<file path="src/rtl/dna_codec_scheduler.sv">
// dna_codec_scheduler
// Serialises encode (write) and decode (read) requests onto the shared
// BCH/DNA codec datapath. Round-robin arbitration in IDLE, one ARM cycle
// that masks a stale dp_finish, a watchdog-guarded WAIT, a RESPOND stage
// that holds the result until it is taken, and a mode-0 GAP before the
// next operation.
//
// Handshake rule for every channel (wr, rd, enc, dec): a transfer happens
// on a rising clk edge where valid and ready are both high. A producer
// keeps valid and data stable until that edge. A consumer may raise or drop
// ready freely. wr_ready/rd_ready are combinational from the request valids
// and the IDLE state, and at most one of them is high.
//
// dbg_state exposes the FSM state: 0 IDLE, 1 ARM, 2 WAIT, 3 RESPOND, 4 GAP.

module dna_codec_scheduler #(
    parameter int MESSAGE_SIZE   = 39,
    parameter int DNA_WIDTH      = 320,
    parameter int GAP_CYCLES     = 1,
    parameter int TIMEOUT_CYCLES = 4096
) (
    input  logic                    clk,
    input  logic                    resetN,
    // encode requests
    input  logic                    wr_valid,
    output logic                    wr_ready,
    input  logic [MESSAGE_SIZE-1:0] wr_data,
    // decode requests
    input  logic                    rd_valid,
    output logic                    rd_ready,
    input  logic [DNA_WIDTH-1:0]    rd_data,
    // encode results
    output logic                    enc_valid,
    input  logic                    enc_ready,
    output logic [DNA_WIDTH-1:0]    enc_data,
    // decode results
    output logic                    dec_valid,
    input  logic                    dec_ready,
    output logic [MESSAGE_SIZE-1:0] dec_data,
    // datapath side
    output logic [1:0]              dp_mode,
    output logic [MESSAGE_SIZE-1:0] dp_write_in,
    output logic [DNA_WIDTH-1:0]    dp_read_in,
    input  logic [DNA_WIDTH-1:0]    dp_write_out,
    input  logic [MESSAGE_SIZE-1:0] dp_read_out,
    input  logic                    dp_finish,
    // status
    output logic                    busy,
    output logic                    timeout_err,
    output logic [15:0]             err_count,
    output logic [2:0]              dbg_state
);

    typedef enum logic [2:0] {
        S_IDLE    = 3'd0,
        S_ARM     = 3'd1,
        S_WAIT    = 3'd2,
        S_RESPOND = 3'd3,
        S_GAP     = 3'd4
    } state_t;

    // Operation type encoding, also used for last_grant.
    localparam logic OP_WR = 1'b0;
    localparam logic OP_RD = 1'b1;

    localparam int               WD_W    = $clog2(TIMEOUT_CYCLES + 1);
    localparam logic [WD_W-1:0]  WD_LAST = WD_W'(TIMEOUT_CYCLES - 1);
    localparam int               GAP_W   = $clog2(GAP_CYCLES + 2);
    localparam logic [GAP_W-1:0] GAP_LAST = GAP_W'((GAP_CYCLES > 0) ? GAP_CYCLES - 1 : 0);
    localparam bit               HAS_GAP = (GAP_CYCLES > 0);

    state_t                  state_q, state_d;
    logic                    op_q, op_d;
    logic                    last_grant_q, last_grant_d;
    logic [WD_W-1:0]         wd_q, wd_d;
    logic [GAP_W-1:0]        gap_q, gap_d;
    logic [15:0]             err_q, err_d;
    logic [MESSAGE_SIZE-1:0] wr_op_q;
    logic [DNA_WIDTH-1:0]    rd_op_q;
    logic [DNA_WIDTH-1:0]    enc_res_q;
    logic [MESSAGE_SIZE-1:0] dec_res_q;

    logic idle;
    logic wr_win, rd_win;
    logic wr_fire, rd_fire;
    logic res_fire;
    logic load_wr, load_rd;
    logic load_enc, load_dec;
    logic timeout_pulse;

    // Arbitration: a lone request wins; on a tie the type not granted last wins.
    always_comb begin
        wr_win = wr_valid && (!rd_valid || (last_grant_q == OP_RD));
        rd_win = rd_valid && (!wr_valid || (last_grant_q == OP_WR));
    end

    // Readies are gated by reset so every output reads 0 while resetN is low.
    assign idle     = resetN && (state_q == S_IDLE);
    assign wr_ready = idle && wr_win;
    assign rd_ready = idle && rd_win;
    assign wr_fire  = wr_valid && wr_ready;
    assign rd_fire  = rd_valid && rd_ready;
    assign res_fire = (op_q == OP_WR) ? enc_ready : dec_ready;

    // Next-state, watchdog, gap counter and error counter logic.
    always_comb begin
        state_d       = state_q;
        op_d          = op_q;
        last_grant_d  = last_grant_q;
        wd_d          = wd_q;
        gap_d         = gap_q;
        err_d         = err_q;
        load_wr       = 1'b0;
        load_rd       = 1'b0;
        load_enc      = 1'b0;
        load_dec      = 1'b0;
        timeout_pulse = 1'b0;
        case (state_q)
            S_IDLE: begin
                if (wr_fire) begin
                    op_d         = OP_WR;
                    last_grant_d = OP_WR;
                    load_wr      = 1'b1;
                    state_d      = S_ARM;
                end else if (rd_fire) begin
                    op_d         = OP_RD;
                    last_grant_d = OP_RD;
                    load_rd      = 1'b1;
                    state_d      = S_ARM;
                end
            end
            S_ARM: begin
                // dp_finish may still be high from the previous operation.
                wd_d    = '0;
                state_d = S_WAIT;
            end
            S_WAIT: begin
                if (dp_finish) begin
                    // Finish wins over a coinciding watchdog expiry.
                    load_enc = (op_q == OP_WR);
                    load_dec = (op_q == OP_RD);
                    state_d  = S_RESPOND;
                end else if (wd_q == WD_LAST) begin
                    timeout_pulse = 1'b1;
                    if (err_q != 16'hFFFF) begin
                        err_d = err_q + 16'd1;
                    end
                    gap_d   = '0;
                    state_d = HAS_GAP ? S_GAP : S_IDLE;
                end else begin
                    wd_d = wd_q + WD_W'(1);
                end
            end
            S_RESPOND: begin
                if (res_fire) begin
                    gap_d   = '0;
                    state_d = HAS_GAP ? S_GAP : S_IDLE;
                end
            end
            S_GAP: begin
                if (gap_q == GAP_LAST) begin
                    state_d = S_IDLE;
                end else begin
                    gap_d = gap_q + GAP_W'(1);
                end
            end
            default: begin
                state_d = S_IDLE;
            end
        endcase
    end

    // Control state registers; reset drops any in-flight operation.
    always_ff @(posedge clk or negedge resetN) begin
        if (!resetN) begin
            state_q      <= S_IDLE;
            op_q         <= OP_WR;
            last_grant_q <= OP_RD;
            wd_q         <= '0;
            gap_q        <= '0;
            err_q        <= '0;
        end else begin
            state_q      <= state_d;
            op_q         <= op_d;
            last_grant_q <= last_grant_d;
            wd_q         <= wd_d;
            gap_q        <= gap_d;
            err_q        <= err_d;
        end
    end

    // Operand registers: only the granted type's operand loads on accept.
    always_ff @(posedge clk or negedge resetN) begin
        if (!resetN) begin
            wr_op_q <= '0;
            rd_op_q <= '0;
        end else begin
            if (load_wr) begin
                wr_op_q <= wr_data;
            end
            if (load_rd) begin
                rd_op_q <= rd_data;
            end
        end
    end

    // Result registers: capture the datapath output when finish is seen in WAIT.
    always_ff @(posedge clk or negedge resetN) begin
        if (!resetN) begin
            enc_res_q <= '0;
            dec_res_q <= '0;
        end else begin
            if (load_enc) begin
                enc_res_q <= dp_write_out;
            end
            if (load_dec) begin
                dec_res_q <= dp_read_out;
            end
        end
    end

    // Output decode from state.
    always_comb begin
        dp_mode = 2'd0;
        if ((state_q == S_ARM) || (state_q == S_WAIT)) begin
            dp_mode = (op_q == OP_RD) ? 2'd2 : 2'd1;
        end
    end

    assign enc_valid   = (state_q == S_RESPOND) && (op_q == OP_WR);
    assign dec_valid   = (state_q == S_RESPOND) && (op_q == OP_RD);
    assign enc_data    = enc_res_q;
    assign dec_data    = dec_res_q;
    assign dp_write_in = wr_op_q;
    assign dp_read_in  = rd_op_q;
    assign busy        = (state_q != S_IDLE);
    assign timeout_err = timeout_pulse;
    assign err_count   = err_q;
    assign dbg_state   = state_q;

endmodule

</file>
<file path="config.mk">
export PLATFORM = sky130hd
export DESIGN_NAME = dna_codec_scheduler
export DESIGN_NICKNAME = d
export VERILOG_FILES = /design/src/rtl/dna_codec_scheduler.sv
export SDC_FILE = /design/constraint.sdc
export NUM_CORES = 1
export LEC_CHECK = 0
export ABC_AREA = 1
export CORE_AREA = 2 2 571 573
export DETAILED_ROUTE_END_ITERATION = 8
export DIE_AREA = 0 0 573 575
export GPL_ROUTABILITY_DRIVEN = 0
export PLACE_DENSITY = 0.33
export SKIP_CTS_REPAIR_TIMING = 1
export SLEW_MARGIN = 30
export SYNTH_ARGS = -nofsm -noshare
export SYNTH_HDL_FRONTEND = slang
export SYNTH_SLANG_ARGS = --single-unit
</file>
<file path="constraint.sdc">
create_clock -name clk -period 2.13 [get_ports clk]
set_clock_uncertainty 0.1 [all_clocks]
set_input_delay 0.426 -clock clk [delete_from_list [all_inputs] [get_ports clk]]
set_output_delay 0.426 -clock clk [all_outputs]
set_load 0.005 [all_outputs]
</file>
# After elaboration in Yosys (flattened, before gate mapping)
# Cells that the tools add are included.
[totals]
elab_cells = 87
in_bits = 725
register_bits = 754
output_inout_bits = 745
[op_classes]
n_mux = 32
add_sub_neg = 3
eq_ne = 14
n_reduce_logical = 25
bitwise_logic = 3
[ops]
columns = ["cell", "count"]
rows = [
  ["13-bit 2-to-1 mux", 2],
  ["13-bit case mux with 2 select lines", 1],
  ["3-bit 2-to-1 mux", 6],
  ["16-bit by 1-bit adder with 16-bit output, second input constant", 1],
  ["16-bit != test, second input constant", 1],
  ["1-bit 2-to-1 mux", 15],
  ["3-bit case mux with 5 select lines", 1],
  ["13-bit by 1-bit adder with 13-bit output, second input constant", 1],
  ["13-bit by 12-bit == test with 1-bit output, second input constant", 1],
  ["2-bit 2-to-1 mux", 6],
  ["2-bit != test, second input constant", 6],
  ["1-bit logical AND", 9],
  ["4-bit AND reduction", 2],
  ["3-bit by 2-bit == test with 1-bit output, second input constant", 2],
  ["3-bit != test, second input constant", 2],
  ["2-bit case mux with 3 select lines", 1],
  ["3-bit nonzero test", 2],
  ["5-bit AND reduction", 1],
  ["2-bit nonzero test", 2],
  ["3-bit by 1-bit == test with 1-bit output, second input constant", 1],
  ["3-bit == test, second input constant", 1],
  ["3-bit zero test", 1],
  ["1-bit logical OR", 3],
  ["1-bit NOT", 3],
  ["5 further kinds", 6],
]

# Logic depth before layout (Yosys ltp)
[depth]
depth_word = 8
ltp_mapped = 11

# Worst setup path before layout
# Ideal clock, no wire load.
[synth_path]
path_kind = "reg2out"
from = "register state_q[0], in the netlist dbg_state[0]"
to = "output wr_ready"
path_slack_ps = 296
arrival_time_ps = 1308
path_stages_with_launch = 8
path_buffers = 2
cell_sequence = "dfrtp_1 > nor2_1 > nand2_1 > nor2_2 > inv_2 > buf_6 > nor2_4 > buf_2"
[synth_via]
elab_chain_cells = 3
[synth_rtl]
columns = ["element", "line", "rtl"]
rows = [
  ["start: declaration", "72", "state_t state_q, state_d;"],
  ["start signal: assignment", "183", "state_q <= state_d;"],
  ["3-bit zero test", "98", "assign idle = resetN && (state_q == S_IDLE);"],
  ["1-bit logical AND", "98", ""],
  ["1-bit logical AND", "99", "assign wr_ready = idle && wr_win;"],
  ["end: declaration", "26", "output logic wr_ready,"],
]
# No other way between the ends.

# Worst setup path in the final report
[layout_path]
from = "register state_q[1], in the netlist dbg_state[1]"
to = "output rd_ready"
[layout_via]
elab_chain_cells = 3
[layout_rtl]
columns = ["element", "line", "rtl"]
rows = [
  ["3-bit zero test", "98", ""],
  ["1-bit logical AND", "98", ""],
  ["1-bit logical AND", "100", "assign rd_ready = idle && rd_win;"],
  ["end: declaration", "30", "output logic rd_ready,"],
]
# No other way between the ends.

==> metrics.md <==
| Metric | Value |
|---|---|
| Total grt overflow | `0` |
| Critical Path Start Type | `flip-flop` |
| Area enclosed by the die boundary | `0.329 mm²` |
| Post-Route Utilization | `0.173` |
| Fraction of layout cells with a size suffix above 1 | `0.119` |
| Power after layout | `0.0758 W` |
| Number of warnings printed during yosys synthesis | `0` |
| Synth area leaders | `sky130_fd_sc_hd__dfrtp_1, sky130_fd_sc_hd__nand2_1, sky130_fd_sc_hd__nand3_1` |
| Setup repair after global routing missed its margin | `true` |
| Total length of routed wires | `248000 µm` |
| Final number of setup-violating endpoints | `~710` |
| Cts bufs inserted | `107` |
| Iteration count of the initial detailed-routing pass | `5` |
| Synthesized net count | `4137` |
| Sum of buffers and inverters on the critical path | `3` |
| Max Cap Viol | `0` |
| Horizontal extent of the die | `around 570 µm` |
| Worst setup EP type | `output port` |
| Portion of the clock cycle consumed by the worst path in the final layout | `1.26` |
| Clock-pin slew on the worst setup and hold paths | `about 60 ps` |
| Final count of hold timing violations | `0` |
| Met3 Resource Use GR | `0.0758` |
| Post-Synthesis Cells | `about 3400` |
| Largest delay contributor family on the critical path | `simple AND/OR/NAND/NOR gates` |
| Estimated wirelength of the detail-placed design | `203000 µm` |
| Detailed Route Iter0 Violations | `1982` |
| Met2 track demand over resource in global routing | `0.232` |
| Ordered cell list for the critical path | `nor2_4 > nand2_4 > nor2_4 > inv_4 > nor2_8 > buf_12 > buf_6` |
| Post-synth top cells | `sky130_fd_sc_hd__nand2_1, sky130_fd_sc_hd__dfrtp_1, sky130_fd_sc_hd__nand3_1, sky130_fd_sc_hd__buf_2, sky130_fd_sc_hd__clkbuf_1` |
| Vias | `approximately 31000` |
| Hold wc startpoint | `rd_data[200]` |
| Worst Hold Margin | `21.0 ps` |
| Register bit total from synthesis | `754` |
| Sinks on the clock net | `roughly 750` |
| Clock buffer depth | `4` |
| Static leakage | `slightly below 30 nW` |
| Worst slew margin relative to its limit | `0.433` |
| Ratio of routed vias to standard cells | `3.29` |
| Most repeated cell in the gate-level netlist after synthesis | `sky130_fd_sc_hd__nand2_1` |
| Violated checks | `setup timing` |
| Global-route wire length before repair | `between 300000 and 400000 µm` |
| Fraction of met1 tracks used by global routing | `0.169` |
| Unique masters post-synth | `26` |
| Clk_lat worst skew | `850 ps` |
| Antenna violation net count after detailed routing | `0` |
| Initial antenna violation count | `157` |
| VDD IR max | `0.608 mV` |
| Total global routing track utilization | `0.144` |
| Number of pins with negative max-slew slack in the final report | `0` |
| Total standard cell area after synthesis | `0.0301 mm²` |
| Count of standard-cell rows | `~210` |
| Post-synth top area share | `0.626` |
| Vias in the first global route | `31900` |
| Crit. Startpoint | `dbg_state[1]` |
| Number of enable-type register cells in the synthesized netlist | `0` |
| Peak Freq | `373 MHz` |
| Final routed DRC violation total | `0` |
| Data arrival time of the worst path | `2150 ps` |
| Setup WS post-layout | `-550 ps` |
| Die Ht | `575 µm` |
| TritonCTS clock tree | `yes` |
| Largest net degree at the start of global routing | `151` |
| Most Frequent Cell on Critical Path | `sky130_fd_sc_hd__nor2_4` |
| Register area share after synthesis | `0.627` |
| Cell at the slowest stage of the critical path | `sky130_fd_sc_hd__dfrtp_1` |
| Crit path max fanout | `7` |
| Cell chosen for the clock root | `sky130_fd_sc_hd__clkbuf_16` |
| Peak per-stage delay on the critical path | `420 ps` |
| Outcome | `complete, but fails checks` |
| Fill cell total of the finished layout | `~36000` |
| Tightest Hold Check Type | `in2reg` |
| Average footprint of a synthesized cell | `about 8.8 µm²` |
| Count of pins on the block boundary | `1470` |
| Level count of the clock H-tree | `3` |
| Worst R2R Start | `dbg_state[1]` |
| WL/cell | `26.1 µm` |
| Pwr per Cell Area | `between 1000 and 1500 mW/mm²` |
| Min Tclk post-route | `2680 ps` |
| Area overhead of the layout relative to synthesis | `86.2%` |
| Core Region | `0.323 mm²` |
| Path type of the worst setup path | `reg2out` |
| Data required time at the worst endpoint | `1600 ps` |
| Final layout net count | `5780` |
| Largest area contributor in the netlist | `sky130_fd_sc_hd__dfrtp_1` |
| GR peak layer | `met2` |
| Port Buffers | `1469` |
| Initial Util | `0.0932` |
| Synth Flop Type | `sky130_fd_sc_hd__dfrtp_1` |
| Synth async-reset ratio | `1.00` |
| Measured slew at the worst slew-check pin | `851 ps` |
cells in the final DEF (no fill, tap or decap), drive strengths merged:
cell	netlist	layout
clkbuf	56	224
clkinv	0	22
xor2	11	11
dlymetal6s2s	0	287
clkdlybuf4s50	0	1067
nand4	7	7
ha	3	3
buf	151	271
nand2	1894	1895
diode	0	40
dfstp	1	1
xnor2	9	9
bufinv	0	10
nor2	55	55
clkinvlp	0	4
nand3	387	387
and2	1	1
o21ai	45	45
nor3	3	3
inv	30	33
dlygate4sd3	0	39
a21oi	2	2
nand3b	1	1
dfrtp	753	753
path summary, 6_finish.rpt:
check,end,slack [ps],cells after the start
max in group asynchronous,dp_read_in[272],130,5
worst max-delay path,rd_ready,-550,7
worst max register to register,enc_data[73],-170,13
worst min register to register,dp_read_in[94],360,2
worst min-delay path,dp_read_in[200],20,3
min in group asynchronous,dp_read_in[118],440,4
layer usage:
layer  routed length [µm]  vias to the layer above
met3                29900                      356
met2               111000                     1399
met4                 6040                       90
li1                     -                    14000
met5                  613                        -
met1               100000                    15400
kinds of logic after synthesis:
logic type / after synthesis / synth area share
fa+ha+maj: 3 / 0.00125
flops: 754 / 0.627
simple gates: 2348 / 0.311
xor+xnor: 20 / 0.00582
buf+inv: 237 / 0.0475
compound gates: 47 / 0.00781
registers in the layout, summed over array words and instances (netlist names):
name,cells
err_count,16
dp_write_in,39
dec_data,39
wd_q,13
op_q,1
last_grant_q,1
dbg_state,3
enc_data,320
dp_read_in,320
gap_q,2
through the flow:
step | instance area (µm²) | TNS, ps | setup slack [ps] | instances
after floorplan | 30100 | 0 | 296 | 3409
after global placement | 50800 | -293270 | -588 | 9183
after detailed placement | 50800 | -272120 | -590 | 9183
after CTS | 54400 | -297910 | -1210 | 9370
after global routing | 56000 | -148720 | -688 | 9458
final | 56100 | -55140 | -550 | 9495
worst min-delay path: cells and delay by family:
kind / cells / cell delay [ps]
and+or+nand+nor: 2 / 100
buffers and inverters: 1 / 390
where the power goes:
group / switching, W / leakage, nW / internal, W / total, W
sequential: 0.00478 / 9.44 / 0.0206 / 0.0254
combinational: 0.0170 / 17.6 / 0.0145 / 0.0315
clock: 0.00761 / 1.76 / 0.0112 / 0.0188
total: 0.0294 / 28.8 / 0.0464 / 0.0758
cell type report:
type / instances / area [µm²] / share of cell area
clock buffers: 148 / 3060 / 0.0546
well taps: 4325 / 5410 / 0.0965
diodes: 40 / 100 / 0.00179
repair buffers: 1740 / 17900 / 0.320
flip-flops and latches: 754 / 18900 / 0.338
inverters: 30 / 143 / 0.00254
clock inverters: 39 / 522 / 0.00931
multi-input cells: 2419 / 9940 / 0.177
Power figures use the tool's default switching activity.
